[config.mk]
export PLATFORM = sky130hd
export DESIGN_NAME = mem_arbiter
export DESIGN_NICKNAME = d
export VERILOG_FILES = /design/src/rtl/mem_arbiter.sv
export SDC_FILE = /design/constraint.sdc
export NUM_CORES = 1
export LEC_CHECK = 0
export BUFFER_PORTS_ARGS = -buffer_cell sky130_fd_sc_hd__buf_2
export CAP_MARGIN = 0
export CORE_ASPECT_RATIO = 0.7
export CORE_MARGIN = 5
export CORE_UTILIZATION = 48
export CTS_CLUSTER_SIZE = 28
export DETAILED_ROUTE_END_ITERATION = 6
export MAX_ROUTING_LAYER = met4
export PLACE_DENSITY = 0.79
export SLEW_MARGIN = 20
export SYNTH_ARGS = -nofsm -noshare
export SYNTH_HDL_FRONTEND = slang
export SYNTH_SLANG_ARGS = --single-unit
[constraint.sdc]
create_clock -name clk -period 1.9 [get_ports clk]
set_input_delay 0.095 -clock clk [delete_from_list [all_inputs] [get_ports clk]]
set_output_delay 0.095 -clock clk [all_outputs]
set_load 0.02 [all_outputs]
[src/rtl/mem_arbiter.sv]
`default_nettype none
// ============================================================================
// Module   : mem_arbiter
// Function : Shares one memory port between the fetch unit (read-only) and
//            the load/store unit (read/write). It latches the winning
//            request, runs one memory transaction, registers the read data
//            and pulses the owner's ready for one cycle.
// Options  : MEM_ARB_RR_EN - when defined, simultaneous requests are
//            arbitrated round-robin (pointer resets to fetch). When it is
//            undefined, LSU has fixed priority over fetch.
// Revision : 1.0 - initial release
// ============================================================================
module mem_arbiter #(
  parameter int M_WIDTH = 8
) (
  input  logic               clk,
  input  logic               rst_n,
  // fetch side
  input  logic               if_req,
  input  logic [M_WIDTH-1:0] if_addr,
  output logic               if_ready,
  output logic [M_WIDTH-1:0] if_data,
  // load/store side
  input  logic               ls_req,
  input  logic               ls_we,
  input  logic [M_WIDTH-1:0] ls_addr,
  input  logic [M_WIDTH-1:0] ls_wdata,
  output logic               ls_ready,
  output logic [M_WIDTH-1:0] ls_data,
  // memory side
  output logic               mem_req,
  output logic               mem_we,
  output logic [M_WIDTH-1:0] mem_addr,
  output logic [M_WIDTH-1:0] mem_wdata,
  input  logic [M_WIDTH-1:0] mem_rdata,
  input  logic               mem_ready
);

  typedef enum logic [1:0] {
    IDLE = 2'd0,
    BUSY = 2'd1,
    DONE = 2'd2
  } state_t;

  state_t             state_q, state_d;
  logic               owner_q, owner_d;      // 0 = fetch, 1 = LSU
  logic               we_q, we_d;
  logic [M_WIDTH-1:0] addr_q, addr_d;
  logic [M_WIDTH-1:0] wdata_q, wdata_d;
  logic [M_WIDTH-1:0] if_data_q, if_data_d;
  logic [M_WIDTH-1:0] ls_data_q, ls_data_d;

  // Winner of the current IDLE-cycle arbitration (1 = LSU).
  logic               grant_ls;
  logic               any_req;

  assign any_req = if_req | ls_req;

`ifdef MEM_ARB_RR_EN
  // Round-robin pointer: marks the requester preferred on contention (1 = LSU).
  logic rr_ptr_q, rr_ptr_d;

  // Contention goes to the pointer's side; a lone requester always wins.
  always_comb begin
    grant_ls = ls_req;
    if (if_req && ls_req) begin
      grant_ls = rr_ptr_q;
    end
  end

  // After every grant the preference moves to the requester that did not win.
  always_comb begin
    rr_ptr_d = rr_ptr_q;
    if ((state_q == IDLE) && any_req) begin
      rr_ptr_d = ~grant_ls;
    end
  end

  // Pointer register, resets to prefer fetch.
  always_ff @(posedge clk or negedge rst_n) begin
    if (!rst_n) begin
      rr_ptr_q <= 1'b0;
    end else begin
      rr_ptr_q <= rr_ptr_d;
    end
  end
`else
  // Fixed priority: LSU wins whenever it requests.
  always_comb begin
    grant_ls = ls_req;
  end
`endif

  // Next-state and datapath capture for the IDLE -> BUSY -> DONE sequence.
  always_comb begin
    state_d   = state_q;
    owner_d   = owner_q;
    we_d      = we_q;
    addr_d    = addr_q;
    wdata_d   = wdata_q;
    if_data_d = if_data_q;
    ls_data_d = ls_data_q;

    case (state_q)
      IDLE: begin
        if (any_req) begin
          owner_d = grant_ls;
          state_d = BUSY;
          if (grant_ls) begin
            addr_d  = ls_addr;
            wdata_d = ls_wdata;
            we_d    = ls_we;
          end else begin
            // Fetch is read-only: write strobe and data are forced low.
            addr_d  = if_addr;
            wdata_d = '0;
            we_d    = 1'b0;
          end
        end
      end

      BUSY: begin
        if (mem_ready) begin
          state_d = DONE;
          if (!we_q) begin
            if (owner_q) begin
              ls_data_d = mem_rdata;
            end else begin
              if_data_d = mem_rdata;
            end
          end
        end
      end

      DONE: begin
        state_d = IDLE;
      end

      default: begin
        state_d = IDLE;
      end
    endcase
  end

  // State and datapath registers; reset aborts any in-flight transaction.
  always_ff @(posedge clk or negedge rst_n) begin
    if (!rst_n) begin
      state_q   <= IDLE;
      owner_q   <= 1'b0;
      we_q      <= 1'b0;
      addr_q    <= '0;
      wdata_q   <= '0;
      if_data_q <= '0;
      ls_data_q <= '0;
    end else begin
      state_q   <= state_d;
      owner_q   <= owner_d;
      we_q      <= we_d;
      addr_q    <= addr_d;
      wdata_q   <= wdata_d;
      if_data_q <= if_data_d;
      ls_data_q <= ls_data_d;
    end
  end

  // Outputs decode registered state only, so no input reaches an output
  // combinationally. The write strobe is qualified with BUSY so it never
  // lingers after a write completes.
  assign mem_req   = (state_q == BUSY);
  assign mem_we    = (state_q == BUSY) & we_q;
  assign mem_addr  = addr_q;
  assign mem_wdata = wdata_q;
  assign if_ready  = (state_q == DONE) & ~owner_q;
  assign ls_ready  = (state_q == DONE) &  owner_q;
  assign if_data   = if_data_q;
  assign ls_data   = ls_data_q;

endmodule
`default_nettype wire

# Yosys cells after proc, flatten, opt, wreduce, memory -nomap -nowiden
# Index checks and enable logic that the tools add are counted.
[totals]
out_inout_bits = 36
register_bits = 36
inputBits = 38
[op_classes]
n_bitwise = 6
n_mux = 6
n_eq_ne = 4
n_reduce_logical = 5
[ops]
columns = ["op", "count"]
rows = [
  ["8-bit two-way mux", 2],
  ["4-bit AND reduction", 2],
  ["2-bit two-way mux", 2],
  ["2-bit one-hot mux with 2 select lines", 1],
  ["2-bit AND reduction", 2],
  ["1-bit bitwise AND", 3],
  ["2-bit by 1-bit equality test with 1-bit output (second input constant)", 1],
  ["2-bit equality test (second input constant)", 1],
  ["2-bit logical NOT", 1],
  ["2-bit by 1-bit inequality test with 1-bit output (second input constant)", 1],
  ["2-bit inequality test (second input constant)", 1],
  ["1-bit inverter", 2],
  ["1-bit two-way mux", 1],
  ["1-bit bitwise OR", 1],
]

# Logic depth before layout (Yosys ltp)
# Gate-level depths: netlist (run 1).
[logic_depth]
word_depth = 3
mapped_depth = 4
mapped_depth_nobuf = 3

# Least setup slack after synthesis (run 1)
# No wires, ideal clock.
[synth_timing]
kind = "register to register"
from = "reg state_q[1]"
to = "reg if_data_q[0], in the netlist if_data[0]"
setup_slack_ns = 0.476
setup_time_ns = 0.125
stages_incl_launch_ff = 5
t_arrival_ns = 1.299
period_less_slack_ns = 1.424
cell_sequence = "dfrtp_1 nor2b_4 and4bb_1 buf_6 mux2_2"
[synth_between]
elab_chain_cells = 2
[synth_lines]
columns = ["element", "line", "source"]
rows = [
  ["start: declaration", "45", "state_t state_q, state_d;"],
  ["start signal: assignment", "156", "state_q <= state_d;"],
  ["2-bit by 1-bit equality test with 1-bit output", "n/a", ""],
  ["named net mem_req", "31", "output logic mem_req,"],
  ["4-bit AND reduction (no source line)", "n/a", ""],
  ["end signal: assignment", "161", "if_data_q <= if_data_d;"],
  ["end: declaration", "50", "logic [M_WIDTH-1:0] if_data_q, if_data_d;"],
]
# The timed path passes the listed nets, and every way through them passes these cells.
# A chain may end at the register's enable or synchronous reset.

# Final worst setup path (run 1)
[layout_timing]
from = "reg state_q[1]"
to = "reg if_data_q[7], in the netlist if_data[7]"
[layout_between]
elab_chain_cells = 2
[layout_lines]
columns = ["element", "line", "source"]
rows = [
  ["2-bit by 1-bit equality test with 1-bit output", "104", "case (state_q)"],
  ["4-bit AND reduction (no source line)", "n/a", ""],
]
# No other way between the ends.

==> results.cfg, run 1 <==
[clocking]
cts_max_level = 2
cts_buffer_depth = 2
ctsResizeCount = 0
cts_tree = yes
clock-sinks = 36
cts_made_buffers = 5
post_cts_buffers = 0
path_clk_slew_ns = 0.07
holdBufCountCts = 1
clock_latency_ns = 0.27
cts_root_buf = clkbuf_8

[logic_synthesis]
ys_ff_latch = 36
syn_nets = 133
synthCells = 95
ys_async_sr_fraction_pct = 100
synth_cell_types = 18
yosysWarnings = 0
synth.avg_cell_area_um2 = 15.7
synth_ff_type = dfrtp_1
synth_area_um2 = 1490
synth_edf_count = 0
yosysSeqAreaShare_pct = 60.4

[die]
fp.dieW_um = 76.6
initial_core_util_pct = 51.7
io_pins = 74
dieArea_um2 = 4340
rows = 16
die_h_um = 56.6
core_area_um2 = 2880

[grt]
use_met1_pct = 17.5
grt_use_met3_pct = 5.59
grt_pass1_vias = 1125
busiest_layer = met2
grt_pass1_wl_um = 5220
grt_max_degree = 37
grt-ovfl-total = 0
grt.total_usage_pct = 15.2
met2_usage_pct = 25.9
grt_antenna_before_repair = 0

[timing]
worst_slew_pin_slew_ns = 0.810
fin_crit_sh_pct = 80.9
fin_hold_ws_ns = 0.0383
max_slew_margin_pct = 46.0
setup_violations = 0
hold_viol_final = 0
rsz0062_at_grt = false
skew_ns = 0.00398
period_minus_slack_ns = 1.54
max_clock_freq_mhz = 650
report.final.slew_viol_count = 0
fin_tns_setup_ns = 0

[cells_and_area]
fin_area_um2 = 1970
final_util_pct = 68.4
layout-drive-gt1-share_pct = 67.8
areaGrowthSynthToFinish_pct = 32.1
antenna_cells = 0
fillCellCount = 223
final_common_cell = buf_2
nNetsFinal = 211
layout_common_cells = 73 x buf_2, 36 x dfrtp_1, 32 x mux2_2, 9 x a22o_1, 6 x clkbuf_8

[power_and_ir_drop]
total_power_mw = 3.46
power.share.sequential_pct = 39.1
power_frac_comb_pct = 45.7
p_leak_nw = 1.01
p_sw_share_pct = 38.3
p_clk_share_pct = 15.3
power_switching_mw = 1.33
internal-power_mw = 2.14
powerDensity_nw_per_um2 = 1760
peakVddDrop_mv = 0.838

[worst_setup_path]
worstPathRequired_ns = 2.06
crit_family = simple AND/OR/NAND/NOR gates
cp_slowest_cell = and4bb_1
crit_fanout = 8
crit_path_end_kind = flop
path_class = reg -> reg
critical_path_buf_inv_count = 0
worstPathArrival_ns = 1.70
crit_path_cell_trace = nor2b_4, and4bb_1, mux2_2
start_kind = flop
max_stage_delay_ns = 0.45

[flow_run]
maxCapViolations = 0

[route]
via_per_inst = 5.04
wire_per_inst_um = 14.7
antenna_left = 0
drtIter0Drc = 17
drc = 0
dr.pass1.iters = 2
num_vias = 1058
routed_wl_um = 3090

[placement]
dpl.hpwl_um = 2470
dpl_cell_area_um2 = 1870
io_buffer_count = 73
routabilityCongestion = 0.673

[run_status]
status = finished clean

[hold_path]
holdCritPathClass = in -> reg
-- final timing paths --
kind | startpoint | end | slack, ns | cells past startpoint
setup / recovery | state_q[1] | if_data[7] | 0.36 | 3
hold / removal | ls_wdata[7] | mem_wdata[7] | 0.04 | 2
setup reg to reg | state_q[1] | if_data[7] | 0.36 | 3
hold reg to reg | mem_wdata[0] | mem_wdata[0] | 0.50 | 1
max in group asynchronous | rst_n | mem_wdata[3] | 0.99 | 2
min in group asynchronous | rst_n | ls_data[4] | 0.42 | 2
-- routing by layer --
layer | part of all wire (%) | routed length (µm) | up-vias
met2 | 51 | 1560 | 35
met5 | 0 | 0 | -
met1 | 42 | 1290 | 525
met4 | 0 | 0 | 0
li1 | - | - | 498
met3 | 7.6 | 236 | 0
-- logic make-up (layout without fill, tap and decap cells) --
group / Yosys count / in the layout / synth area share, %
buf+inv: 5 / 84 / 2.85
flops: 36 / 36 / 60.4
simple gates: 10 / 10 / 5.87
compound gates: 12 / 12 / 6.71
mux: 32 / 32 / 24.2
-- state kept, by name, indices dropped and copies added, names as in the netlist --
register and count:
if_data 8, mem_wdata 8, state_q 2, we_q 1, mem_addr 8, ls_data 8, owner_q 1
-- final cells by class --
cell class,count,area [µm²],area share (%)
inverters,1,3.75,0.190
well taps,36,45.0,2.29
multi-input cells,54,548,27.8
flip-flops and latches,36,901,45.7
repair buffers,75,383,19.4
clock buffers,8,90.1,4.57
-- through the flow --
step	worst slack (ns)	cells
floorplan	0.476	95
global placement	0.421	201
detailed placement	0.361	201
CTS	0.351	210
global route	0.287	210
finish	0.363	210
-- synthesized netlist by cell type, types with 2 or more instances --
master,n,area [µm²]
mux2_2,32,360
buf_6,3,33.8
and2_2,2,15.0
dfrtp_1,36,901
a22o_1,9,78.8
-- power by group through the flow --
stage | sequential [mW] | combinational [mW] | clock, mW
2_1_floorplan | 1.79 | 0.655 | 0
3_3_place_gp | 1.34 | 1.57 | 0
3_5_place_dp | 1.37 | 1.61 | 0
4_1_cts | 1.36 | 1.61 | 0.551
5_1_grt | 1.41 | 1.69 | 0.585
6_report | 1.35 | 1.58 | 0.529
Note: power is estimated with default switching activity, not from simulation.
==> run 2: changes to the inputs <==
- ABC_AREA: not set -> 1
- CORE_UTILIZATION: 48 -> 46
- PLACE_DENSITY: 0.79 -> 0.75
- clock period: 1.9 -> 1.5 ns (I/O delays scaled with it)
==> results.cfg, run 2 <==
[cells_and_area]
nNetsFinal = 310
multiInputGateArea_um2 = 588
layout_common_cells = 92 x nand2_1, 73 x buf_2, 36 x dfrtp_1, 13 x inv_1
final_common_cell = nand2_1
seq_area_um2 = 901
fillCellCount = 305
areaGrowthSynthToFinish_pct = 34.2
layout-drive-gt1-share_pct = 35.2
antenna_cells = 0

[grt]
grt.total_usage_pct = 18.3
grt_antenna_before_repair = 0
grt_max_degree = 25
grt-ovfl-total = 0
grt_pass1_wl_um = 6400
grt_pass1_vias = 1353

[placement]
io_buffer_count = 73
dpl.hpwl_um = 3090
routabilityCongestion = 0.868
dp_slack_ns = 0.283

[worst_setup_path]
worstPathArrival_ns = 1.27
critical_path_buf_inv_count = 3
ff2ff_setup_slack_ns = 0.27
r2r-end = ls_data[0]
r2r_cells = 6
crit_family = flip-flops
path_class = reg -> out
worstPathRequired_ns = 1.42
crit_fanout = 6
max_stage_delay_ns = 0.42
cp_slowest_cell = dfrtp_1
crit_path_end_kind = output pin
crit_path_cell_trace = inv_2, nor2_4, buf_4, buf_2
reg2reg_from = state_q[0]
start_kind = flop

[route]
drtIter0Drc = 168
num_vias = 1510
via_per_inst = 4.72
dr.pass1.iters = 4
routed_wl_um = 3960
drc = 0
wire_per_inst_um = 12.4
antenna_left = 0

[clocking]
cts_tree = yes
path_clk_slew_ns = 0.07
cts_buffer_depth = 2
cts_root_buf = clkbuf_8
cts_made_buffers = 5
cts_max_level = 2
clock_latency_ns = 0.28
clock-sinks = 36

[power_and_ir_drop]
powerDensity_nw_per_um2 = 2100
total_power_mw = 4.49
p_leak_nw = 1.27
peakVddDrop_mv = 1.17

[timing]
fin_tns_setup_ns = 0
fin_hold_ws_ns = 0.0204
worst_slack_ns = 0.159
max_slew_margin_pct = 67.3
skew_ns = 0.00530
worst_slew_pin_slew_ns = 0.489
fin_crit_sh_pct = 89.4
rsz0062_at_grt = false
period_minus_slack_ns = 1.34
report.final.slew_viol_count = 0
setup_violations = 0
hold_viol_final = 0
max_clock_freq_mhz = 746

[logic_synthesis]
synth_top_area_cell = dfrtp_1
synthCells = 191
yosysWarnings = 0
ys_ff_latch = 36
synthTopCellsByArea = dfrtp_1 57%, nand2_1 22%, nand3_1 3.1%, nand4_1 3.1%, o21ai_0 3.1%
yosysSeqAreaShare_pct = 56.6
synth_edf_count = 0
synth_area_um2 = 1590
synth_top_area_share_pct = 56.6
synth_cell_types = 18
yosysMostFrequentCell = nand2_1
syn_nets = 229
synth_ff_type = dfrtp_1
synth.avg_cell_area_um2 = 8.34
synthTopCellsByCount = 92 x nand2_1, 36 x dfrtp_1, 13 x inv_1, 10 x nand3_1, 10 x o21ai_0
ys_async_sr_fraction_pct = 100

[die]
fp.dieW_um = 80.3
core_area_um2 = 3230
dieArea_um2 = 4760
die_h_um = 59.2
initial_core_util_pct = 49.3
rows = 17
io_pins = 74

[run_status]
status = finished clean

[hold_path]
hold_path_depth = 3
holdCritPathClass = in -> reg
min_from = mem_rdata[3]
min_to = ls_data[3]

[flow_run]
maxCapViolations = 0
[run 2: layout make-up]
class	instances	area share, %
multi-input cells	133	27.5
well taps	47	2.75
clock inverters	1	0.351
repair buffers	81	20.6
clock buffers	7	4.04
flip-flops and latches	36	42.1
inverters	15	2.63
[run 2: metal layers]
| layer | GRT usage (%) | up-vias | wire (µm) |
|---|---|---|---|
| met5 | - | - | 0 |
| met4 | 5.78 | 0 | 36 |
| met3 | 5.02 | 4 | 232 |
| met2 | 26.8 | 49 | 1840 |
| met1 | 24.8 | 698 | 1850 |
| li1 | - | 759 | - |
[run 2: stage by stage]
stage | std cells | util [%] | cell area (µm²)
after global placement | 308 | 62.2 | 2010
after detailed placement | 308 | 62.2 | 2010
after floorplan | 191 | - | 1590
final | 320 | 66.1 | 2140
after CTS | 317 | 65.4 | 2120
after global routing | 320 | 66.1 | 2140
[run 2: power by group]
group / internal (mW) / switching, mW / leakage, nW
Sequential: 1.41 / 0.266 / 0.454
Combinational: 0.715 / 1.39 / 0.769
Clock: 0.373 / 0.329 / 0.0445
[run 2: cells by family (layout without fill, tap and decap cells)]
group | Yosys count | count (layout) | synth area share [%]
and+or+nand+nor | 121 | 121 | 32.4
DFF | 36 | 36 | 56.6
buffers and inverters | 22 | 104 | 6.52
AOI/OAI and AO/OA | 12 | 12 | 4.48
[run 2: repair_timing]
| action | in CTS | in global routing |
|---|---|---|
| hold buffers | 1 | 0 |
| setup buffers | 0 | 3 |
| hold endpoints to repair | 17 | 0 |
| resized for setup | 0 | 0 |
| endpoints found under the setup margin | 0 | 1 |
[run 2: worst min-delay path, cell delays in order]
cell and delay [ns]:
buf_2 0.09, nand2_1 0.05, nand2_1 0.05
[run 2: worst max-delay path by stage]
stage               startpoint          to  depth (start not counted)
finish              state_q[0]     mem_req                          4
global route        state_q[0]      mem_we                          5
CTS                 state_q[0]      mem_we                          5
detailed placement  state_q[0]  ls_data[0]                          5
global placement    state_q[0]  if_data[1]                          5
floorplan           state_q[0]      mem_we                          5
==> run 3: changes to the inputs <==
- HOLD_SLACK_MARGIN: not set -> 0.06
==> results.cfg, run 3 (synthesis gave the netlist of run 2 again) <==
[clocking]
cts_root_buf = clkbuf_8
clock-sinks = 36
path_clk_slew_ns = 0.07
clock_latency_ns = 0.28
cts_buffer_depth = 2
cts_made_buffers = 5
cts_max_level = 2
cts_tree = yes

[route]
dr.pass1.iters = 4
routed_wl_um = 4510
drc = 0
wire_per_inst_um = 13.4
num_vias = 1585
antenna_left = 0
drtIter0Drc = 216
via_per_inst = 4.72

[grt]
grt-ovfl-total = 0
grt.total_usage_pct = 20.7
grt_pass1_wl_um = 7170
grt_max_degree = 25
grt_antenna_before_repair = 0
grt_pass1_vias = 1477

[worst_setup_path]
crit_fanout = 7
crit_path_end_kind = output pin
start_kind = flop
r2r_cells = 6
worstPathArrival_ns = 1.32
ff2ff_setup_slack_ns = 0.19
path_class = reg -> out
worstPathRequired_ns = 1.42

[timing]
setup_violations = 0
skew_ns = 0.00550
fin_crit_sh_pct = 92.8
rsz0062_at_grt = false
max_slew_margin_pct = 68.1
hold_viol_final = 0
report.final.slew_viol_count = 0
fin_hold_ws_ns = 0.0695
period_minus_slack_ns = 1.39
worst_slew_pin_slew_ns = 0.476
fin_tns_setup_ns = 0
max_clock_freq_mhz = 719

[cells_and_area]
layout_common_cells = 92 x nand2_1, 73 x buf_2, 36 x dfrtp_1, 17 x dlygate4sd3_1, 13 x inv_1
fillCellCount = 277
nNetsFinal = 326
antenna_cells = 0
multiInputGateArea_um2 = 588
final_util_pct = 71.1
areaGrowthSynthToFinish_pct = 44.3
seq_area_um2 = 901
layout-drive-gt1-share_pct = 33.2
final_common_cell = nand2_1

[die]
rows = 17
initial_core_util_pct = 49.3
die_h_um = 59.2
core_area_um2 = 3230
dieArea_um2 = 4760
fp.dieW_um = 80.3
io_pins = 74

[power_and_ir_drop]
powerDensity_nw_per_um2 = 1990
p_leak_nw = 1.33
peakVddDrop_mv = 1.02

[placement]
io_buffer_count = 73
routabilityCongestion = 0.868
dpl.hpwl_um = 3090

[hold_path]
hold_path_depth = 3
holdCritPathClass = in -> reg

[flow_run]
maxCapViolations = 0

[run_status]
status = finished clean
[run 3: where the power goes]
part           total [mW]  switching [mW]  internal [mW]
sequential           1.70           0.282           1.41
combinational        2.17            1.43          0.742
clock               0.710           0.337          0.373
[run 3: through the flow]
stage	power [mW]	instances	setup WS, ns	cell area, µm²
5_1_grt	4.90	336	0.00157	2300
6_report	4.58	336	0.108	2300
4_1_cts	4.50	333	0.0899	2280
3_3_place_gp	3.69	308	0.335	2010
2_1_floorplan	3.03	191	0.355	1590
3_5_place_dp	3.75	308	0.283	2010
[run 3: timing repair]
action,in CTS,in global routing
endpoints found under the setup margin,0,1
hold endpoints to repair,33,0
resized for setup,0,0
buffers inserted,0,3
hold buffers,17,0
[run 3: cell type report]
cell class              instances  share of cell area [%]
clock buffers                   7                    3.76
clock inverters                 1                   0.327
inverters                      15                    2.45
multi-input cells             133                    25.6
flip-flops and latches         36                    39.2
well taps                      47                    2.56
repair buffers                 97                    26.1
[run 3: path summary, 6_finish.rpt]
kind,start,to
setup / recovery,state_q[0],mem_we
hold / removal,mem_rdata[2],ls_data[2]
setup reg to reg,state_q[0],ls_data[3]
hold reg to reg,if_data[4],if_data[4]
max in group asynchronous,rst_n,if_data[7]
min in group asynchronous,rst_n,mem_wdata[0]
[run 3: worst max-delay path: stages (launching register included)]
cell and delay, ns:
dfrtp_1 0.42, inv_2 0.07, nor2_4 0.21, inv_2 0.07, nor2_1 0.10, buf_2 0.17
[run 3: layer usage]
metal / share of wire, % / GRT usage, %
met1: 44 / 27.5
met2: 49 / 31.4
met3: 5.8 / 4.71
met4: 1.3 / 6.99
met5: 0 / -
